### src/rtl/rtc_bus_pkg.sv
// rtl/rtc_bus_pkg.sv - state encoding and default bus timing for the RTC bus sequencer
// Contents: rtc_state_e (sequencer states), default phase durations, phase timer width.
package rtc_bus_pkg;

    localparam int TIMER_W      = 4;

    localparam int T_SETUP_DEF  = 2;
    localparam int T_STROBE_DEF = 4;
    localparam int T_HOLD_DEF   = 2;
    localparam int T_GAP_DEF    = 2;
    localparam int T_REC_DEF    = 4;

    typedef enum logic [3:0] {
        ST_IDLE  = 4'd0,
        ST_A_SET = 4'd1,
        ST_A_STB = 4'd2,
        ST_A_HLD = 4'd3,
        ST_GAP   = 4'd4,
        ST_D_SET = 4'd5,
        ST_D_STB = 4'd6,
        ST_D_HLD = 4'd7,
        ST_DONE  = 4'd8,
        ST_REC   = 4'd9
    } rtc_state_e;

endpackage

### src/rtl/rtc_phase_timer.sv
// rtl/rtc_phase_timer.sv - loadable down-counter timing every sequencer phase
// Ports:
//   CLK, RST        clock, asynchronous active-high reset
//   load_i          load load_val_i this cycle (phase entry)
//   load_val_i      phase length minus one
//   zero_o          counter has reached zero; the phase ends on the next edge
module rtc_phase_timer
    import rtc_bus_pkg::*;
(
    input  logic               CLK,
    input  logic               RST,
    input  logic               load_i,
    input  logic [TIMER_W-1:0] load_val_i,
    output logic               zero_o
);

    logic [TIMER_W-1:0] cnt_q;

    always_ff @(posedge CLK or posedge RST) begin
        if (RST) begin
            cnt_q <= '0;
        end else if (load_i) begin
            cnt_q <= load_val_i;
        end else if (cnt_q != '0) begin
            cnt_q <= cnt_q - 1'b1;
        end
    end

    assign zero_o = (cnt_q == '0);

endmodule

### src/rtl/rtc_bus_sequencer.sv
// rtl/rtc_bus_sequencer.sv - RTC multiplexed-bus cycle generator (address phase + data phase)
// Optional feature macro: RTC_RECOVERY_EN (adds T_REC idle recovery after DONE).
// Ports:
//   CLK, RST                 clock, asynchronous active-high reset
//   start, rw                transaction request and direction (1 = read), sampled in IDLE
//   busy, done               transaction in progress, one-cycle completion pulse
//   BEnv_Adress, BEnv_Data   register bank drives address / write data onto the bus
//   BRes_Data                register bank captures bus data
//   RTC_CS_n, RTC_AD_n       chip select (active-low), 0 = address phase / 1 = data phase
//   RTC_WR_n, RTC_RD_n       write / read strobes, active-low
module rtc_bus_sequencer
    import rtc_bus_pkg::*;
#(
    parameter int T_SETUP  = T_SETUP_DEF,
    parameter int T_STROBE = T_STROBE_DEF,
    parameter int T_HOLD   = T_HOLD_DEF,
    parameter int T_GAP    = T_GAP_DEF,
    parameter int T_REC    = T_REC_DEF
) (
    input  logic CLK,
    input  logic RST,
    input  logic start,
    input  logic rw,
    output logic busy,
    output logic done,
    output logic BEnv_Adress,
    output logic BEnv_Data,
    output logic BRes_Data,
    output logic RTC_CS_n,
    output logic RTC_AD_n,
    output logic RTC_WR_n,
    output logic RTC_RD_n
);

    rtc_state_e         state_q, state_d;
    logic               rw_q, rw_d;
    logic               tmr_zero;
    logic               tmr_load;
    logic [TIMER_W-1:0] tmr_val;

    logic busy_q, done_q, bea_q, bed_q, brd_q, cs_q, ad_q, wr_q, rd_q;
    logic busy_d, done_d, bea_d, bed_d, brd_d, cs_d, ad_d, wr_d, rd_d;

    rtc_phase_timer u_timer (
        .CLK        (CLK),
        .RST        (RST),
        .load_i     (tmr_load),
        .load_val_i (tmr_val),
        .zero_o     (tmr_zero)
    );

    // Next state; each timed phase ends on the edge after the timer reads zero.
    always_comb begin
        state_d = state_q;
        rw_d    = rw_q;
        case (state_q)
            ST_IDLE: begin
                if (start) begin
                    state_d = ST_A_SET;
                    rw_d    = rw;
                end
            end
            ST_A_SET: if (tmr_zero) state_d = ST_A_STB;
            ST_A_STB: if (tmr_zero) state_d = ST_A_HLD;
            ST_A_HLD: if (tmr_zero) state_d = ST_GAP;
            ST_GAP:   if (tmr_zero) state_d = ST_D_SET;
            ST_D_SET: if (tmr_zero) state_d = ST_D_STB;
            ST_D_STB: if (tmr_zero) state_d = ST_D_HLD;
            ST_D_HLD: if (tmr_zero) state_d = ST_DONE;
`ifdef RTC_RECOVERY_EN
            ST_DONE:  state_d = ST_REC;
`else
            ST_DONE:  state_d = ST_IDLE;
`endif
            ST_REC:   if (tmr_zero) state_d = ST_IDLE;
            default:  state_d = ST_IDLE;
        endcase
    end

    // Timer is reloaded on every state change with the length of the phase being entered.
    always_comb begin
        tmr_load = (state_d != state_q);
        case (state_d)
            ST_A_SET, ST_D_SET: tmr_val = TIMER_W'(T_SETUP - 1);
            ST_A_STB, ST_D_STB: tmr_val = TIMER_W'(T_STROBE - 1);
            ST_A_HLD, ST_D_HLD: tmr_val = TIMER_W'(T_HOLD - 1);
            ST_GAP:             tmr_val = TIMER_W'(T_GAP - 1);
            ST_REC:             tmr_val = TIMER_W'(T_REC - 1);
            default:            tmr_val = '0;
        endcase
    end

    // Output decode from the next state so outputs switch on the same edge as the state.
    always_comb begin
        busy_d = 1'b1;
        done_d = 1'b0;
        bea_d  = 1'b0;
        bed_d  = 1'b0;
        brd_d  = 1'b0;
        cs_d   = 1'b1;
        ad_d   = 1'b1;
        wr_d   = 1'b1;
        rd_d   = 1'b1;
        case (state_d)
            ST_IDLE: busy_d = 1'b0;
            ST_A_SET, ST_A_HLD: begin
                cs_d  = 1'b0;
                ad_d  = 1'b0;
                bea_d = 1'b1;
            end
            ST_A_STB: begin
                cs_d  = 1'b0;
                ad_d  = 1'b0;
                bea_d = 1'b1;
                wr_d  = 1'b0;
            end
            ST_D_SET, ST_D_HLD: begin
                cs_d  = 1'b0;
                bed_d = !rw_d;
            end
            ST_D_STB: begin
                cs_d  = 1'b0;
                bed_d = !rw_d;
                wr_d  = rw_d;
                rd_d  = !rw_d;
                brd_d = rw_d;
            end
            ST_DONE: done_d = 1'b1;
            default: ;
        endcase
    end

    always_ff @(posedge CLK or posedge RST) begin
        if (RST) begin
            state_q <= ST_IDLE;
            rw_q    <= 1'b0;
            busy_q  <= 1'b0;
            done_q  <= 1'b0;
            bea_q   <= 1'b0;
            bed_q   <= 1'b0;
            brd_q   <= 1'b0;
            cs_q    <= 1'b1;
            ad_q    <= 1'b1;
            wr_q    <= 1'b1;
            rd_q    <= 1'b1;
        end else begin
            state_q <= state_d;
            rw_q    <= rw_d;
            busy_q  <= busy_d;
            done_q  <= done_d;
            bea_q   <= bea_d;
            bed_q   <= bed_d;
            brd_q   <= brd_d;
            cs_q    <= cs_d;
            ad_q    <= ad_d;
            wr_q    <= wr_d;
            rd_q    <= rd_d;
        end
    end

    assign busy        = busy_q;
    assign done        = done_q;
    assign BEnv_Adress = bea_q;
    assign BEnv_Data   = bed_q;
    assign BRes_Data   = brd_q;
    assign RTC_CS_n    = cs_q;
    assign RTC_AD_n    = ad_q;
    assign RTC_WR_n    = wr_q;
    assign RTC_RD_n    = rd_q;

endmodule

### config.mk
export PLATFORM = sky130hd
export DESIGN_NAME = rtc_bus_sequencer
export DESIGN_NICKNAME = d
export VERILOG_FILES = /design/src/rtl/rtc_bus_pkg.sv /design/src/rtl/rtc_phase_timer.sv /design/src/rtl/rtc_bus_sequencer.sv
export SDC_FILE = /design/constraint.sdc
export NUM_CORES = 1
export LEC_CHECK = 0
export ABC_CLOCK_PERIOD_IN_PS = 4240
export CAP_MARGIN = 10
export CORE_UTILIZATION = 50
export DETAILED_ROUTE_END_ITERATION = 8
export DONT_BUFFER_PORTS = 1
export RECOVER_POWER = 25
export SETUP_SLACK_MARGIN = 0.5
export SLEW_MARGIN = 20
export SYNTH_ARGS = -nofsm -noshare
export SYNTH_HDL_FRONTEND = slang
export SYNTH_SLANG_ARGS = --single-unit
export TNS_END_PERCENT = 100
### constraint.sdc
create_clock -name CLK -period 4.24 [get_ports CLK]
set_input_delay 0.424 -clock CLK [delete_from_list [all_inputs] [get_ports CLK]]
set_output_delay 0.424 -clock CLK [all_outputs]
set_load 0.01 [all_outputs]
==> impl_metrics.csv <==
group,metric,value,unit
status,status,"complete, no violations",
grt,antenna_found_initial,0,
clock_tree,ctsRootBufferMaster,"clkbuf_4",
place,gp_congestion,0.781,
sta,finClkSkew,0.00321,ns
synthesis,synth_edf_count,0,
floorplan,die_area,0.00204,sq mm
cells_and_area,final_area,972,sq um
setup_path,worst_setup_path_end_kind,"flip-flop",
sta,max_freq,446,MHz
sta,worst_slew_pin_slew,0.791,ns
grt,grt.busiest_layer,"met2",
grt,grt_pass1_vias,602,
floorplan,boundaryPins,13,
power,power_density,809,mW/mm^2
grt,grtUsageMet2,0.307,
cells_and_area,diodes,0,
drt,drt-initial-drc-count,8,
synthesis,synthDistinctLibCells,39,
synthesis,synth_ff_type,"dfrtp_1",
place,placed_area,936,sq um
clock_tree,ctsResizeCount,0,
sta,maxSlewHeadroom,0.470,
clock_tree,cts_buffer_depth,2,
clock_tree,cts_tree,"built",
setup_path,critPathRequiredTime,4.44,ns
cells_and_area,multi_input_area,423,sq um
sta,finalSetupTns,0,ns
setup_path,max_stage_delay,0.68,ns
setup_path,critical-path-top-delay-family,"simple AND/OR/NAND/NOR gates",
cells_and_area,final_layout_size_suffix_gt1_frac,0.160,
sta,fin_hold_ws,0.102,ns
drt,vias,672,
place,io_buffers,0,
floorplan,die_x,45.2,microns
synthesis,ys_async_sr_fraction,1.00,
clock_tree,cts.sink_count,18,
sta,rsz0062_at_grt,"no",
sta,setup_viol_count_final,0,
drt,antenna_left,0,
setup_path,path_cells,"inv_1, ha_1, nor3b_2, nand3_1, mux2i_2, a211oi_1",
sta,hold_violations,0,
clock_tree,cts_inserted_buffers,3,
synthesis,yosysWarningCount,0,
drt,firstDrtPassIters,4,
setup_path,slowest_stage,"nor3b_2",
synthesis,synth_area,931,sq um
drt,route.detailed.drc,0,
cells_and_area,synthToLayoutAreaGrowth,4.44,%
sta,period_needed,2.24,ns
clock_tree,cts_hold_buf,0,
floorplan,core_region_area,0.00173,sq mm
run,drv_cap,0,
floorplan,rows,15,
setup_path,cp.arrival,2.44,ns
clock_tree,clk_pin_slew_worst_paths,0.10,ns
clock_tree,cts_setup_buffers,0,
grt,grt_max_degree,19,
place,place_hpwl,1170,microns
synthesis,avgSynthCellArea,9.70,sq um
setup_path,cp_max_fo,15,
setup_path,critical_path_class,"reg2reg",
drt,routedWlPerCell,13.6,microns
min_path,min_path_type,"in2async",
setup_path,startpoint_type,"flip-flop",
floorplan,start_util,0.539,
cells_and_area,ff_latch_area,455,sq um
power,p_leak,0.404,nW
cells_and_area,final_nets,100,
synthesis,ys_seq_area_frac,0.489,
power,peakVddDrop,0.470,mV
synthesis,syn_nets,101,
setup_path,critPathBufInv,1,
drt,viasPerCell,5.65,
sta,slew_violations,0,
grt,met3_usage,0.0360,
sta,fin_crit_sh,0.529,
clock_tree,clock_latency,0.28,ns
floorplan,chipHeight,45.2,microns
grt,grt_pass1_wl,2700,microns
grt,gr-total-overflow,0,
clock_tree,htreeDepth,1,
cells_and_area,fill_cells,161,
synthesis,synth_cells,96,
grt,grtUsageMet1,0.233,
drt,postRouteWirelength,1620,microns
cells_and_area,fin_util,0.563,
grt,grt_usage,0.184,
synthesis,synth-seq-cells,18,
[final cells by class]
cell class,instances,share of cell area
Sequential cell,18,0.468
Inverter,7,0.0270
Clock buffer,4,0.0373
Multi-Input combinational cell,65,0.435
Tap cell,25,0.0322
[power by group]
group          leakage [nW]  internal [W]  total, W  switching, W
combinational         0.165      0.000153  0.000344      0.000191
sequential            0.218      0.000249  0.000339     0.0000897
clock                0.0210     0.0000522  0.000104     0.0000513
total                 0.404      0.000455  0.000786      0.000332
[kinds of logic (layout without fill, tap and decap cells)]
family                   Yosys count  after routing  synth area share
AO/OA/AOI/OAI                     26             26             0.184
AND/OR/NAND/NOR                   36             36             0.231
adder cells (fa/ha/maj)            1              1            0.0134
flip-flops                        18             18             0.489
buffers and inverters             13             11            0.0565
multiplexers                       2              2            0.0255
[Yosys cell counts (3+ instances only)]
cell / n / area share
dfrtp_1: 14 / 0.38
inv_1: 7 / 0.028
buf_2: 3 / 0.016
dfstp_2: 4 / 0.11
nor2_1: 7 / 0.028
clkbuf_1: 3 / 0.012
a21oi_1: 8 / 0.043
o21ai_0: 5 / 0.027
nand3_1: 3 / 0.016
nand2_1: 3 / 0.012
nor2b_1: 3 / 0.020
nand3b_1: 3 / 0.024
nor3_1: 3 / 0.016
[state kept, by name (all words and copies together) (netlist names)]
name and flops:
u_timer.cnt_q 4, RTC_AD_n 1, RTC_WR_n 1, BEnv_Data 1, busy 1, RTC_RD_n 1, done 1, BRes_Data 1
rw_q 1, BEnv_Adress 1, RTC_CS_n 1, state_q 4
[path summary, 6_finish.rpt]
path                                        from               end  slack (ns)  cells after the start
worst max register to register  u_timer.cnt_q[0]         BEnv_Data        2.00                      6
worst min register to register  u_timer.cnt_q[0]  u_timer.cnt_q[0]        0.60                      2
min in group CLK                           start          RTC_AD_n        0.25                      1
max in group asynchronous                    RST  u_timer.cnt_q[3]        3.73                      1
worst max-delay path            u_timer.cnt_q[0]         BEnv_Data        2.00                      6
worst min-delay path                         RST       BEnv_Adress        0.10                      1
[cells in the final DEF, fill, tap and decap left out, drive strengths merged, types with 2 or more instances in the layout]
master,count
a21oi,9
clkbuf,4
dfrtp,14
dfstp,4
inv,7
mux2i,2
nand2,3
nand2b,2
nand3,3
nand3b,3
nor2,8
nor2b,3
nor3,3
nor3b,3
o21ai,6
o32ai,2
or2,3
[per-layer routing]
layer / part of all wire / vias up
met1: 0.48 / 320
met3: 0.021 / 2
met5: 0 / -
li1: - / 338
met4: 0.0093 / 0
met2: 0.49 / 12
[through the flow]
step           instances  total power, W  setup WS, ns
2_1_floorplan         96        0.000626          2.58
3_3_place_gp         115        0.000685          2.08
3_5_place_dp         115        0.000688          2.02
4_1_cts              119        0.000790          2.00
5_1_grt              119        0.000857          1.83
6_report             119        0.000786          2.00
No activity file was read; power rests on OpenSTA's default activity.
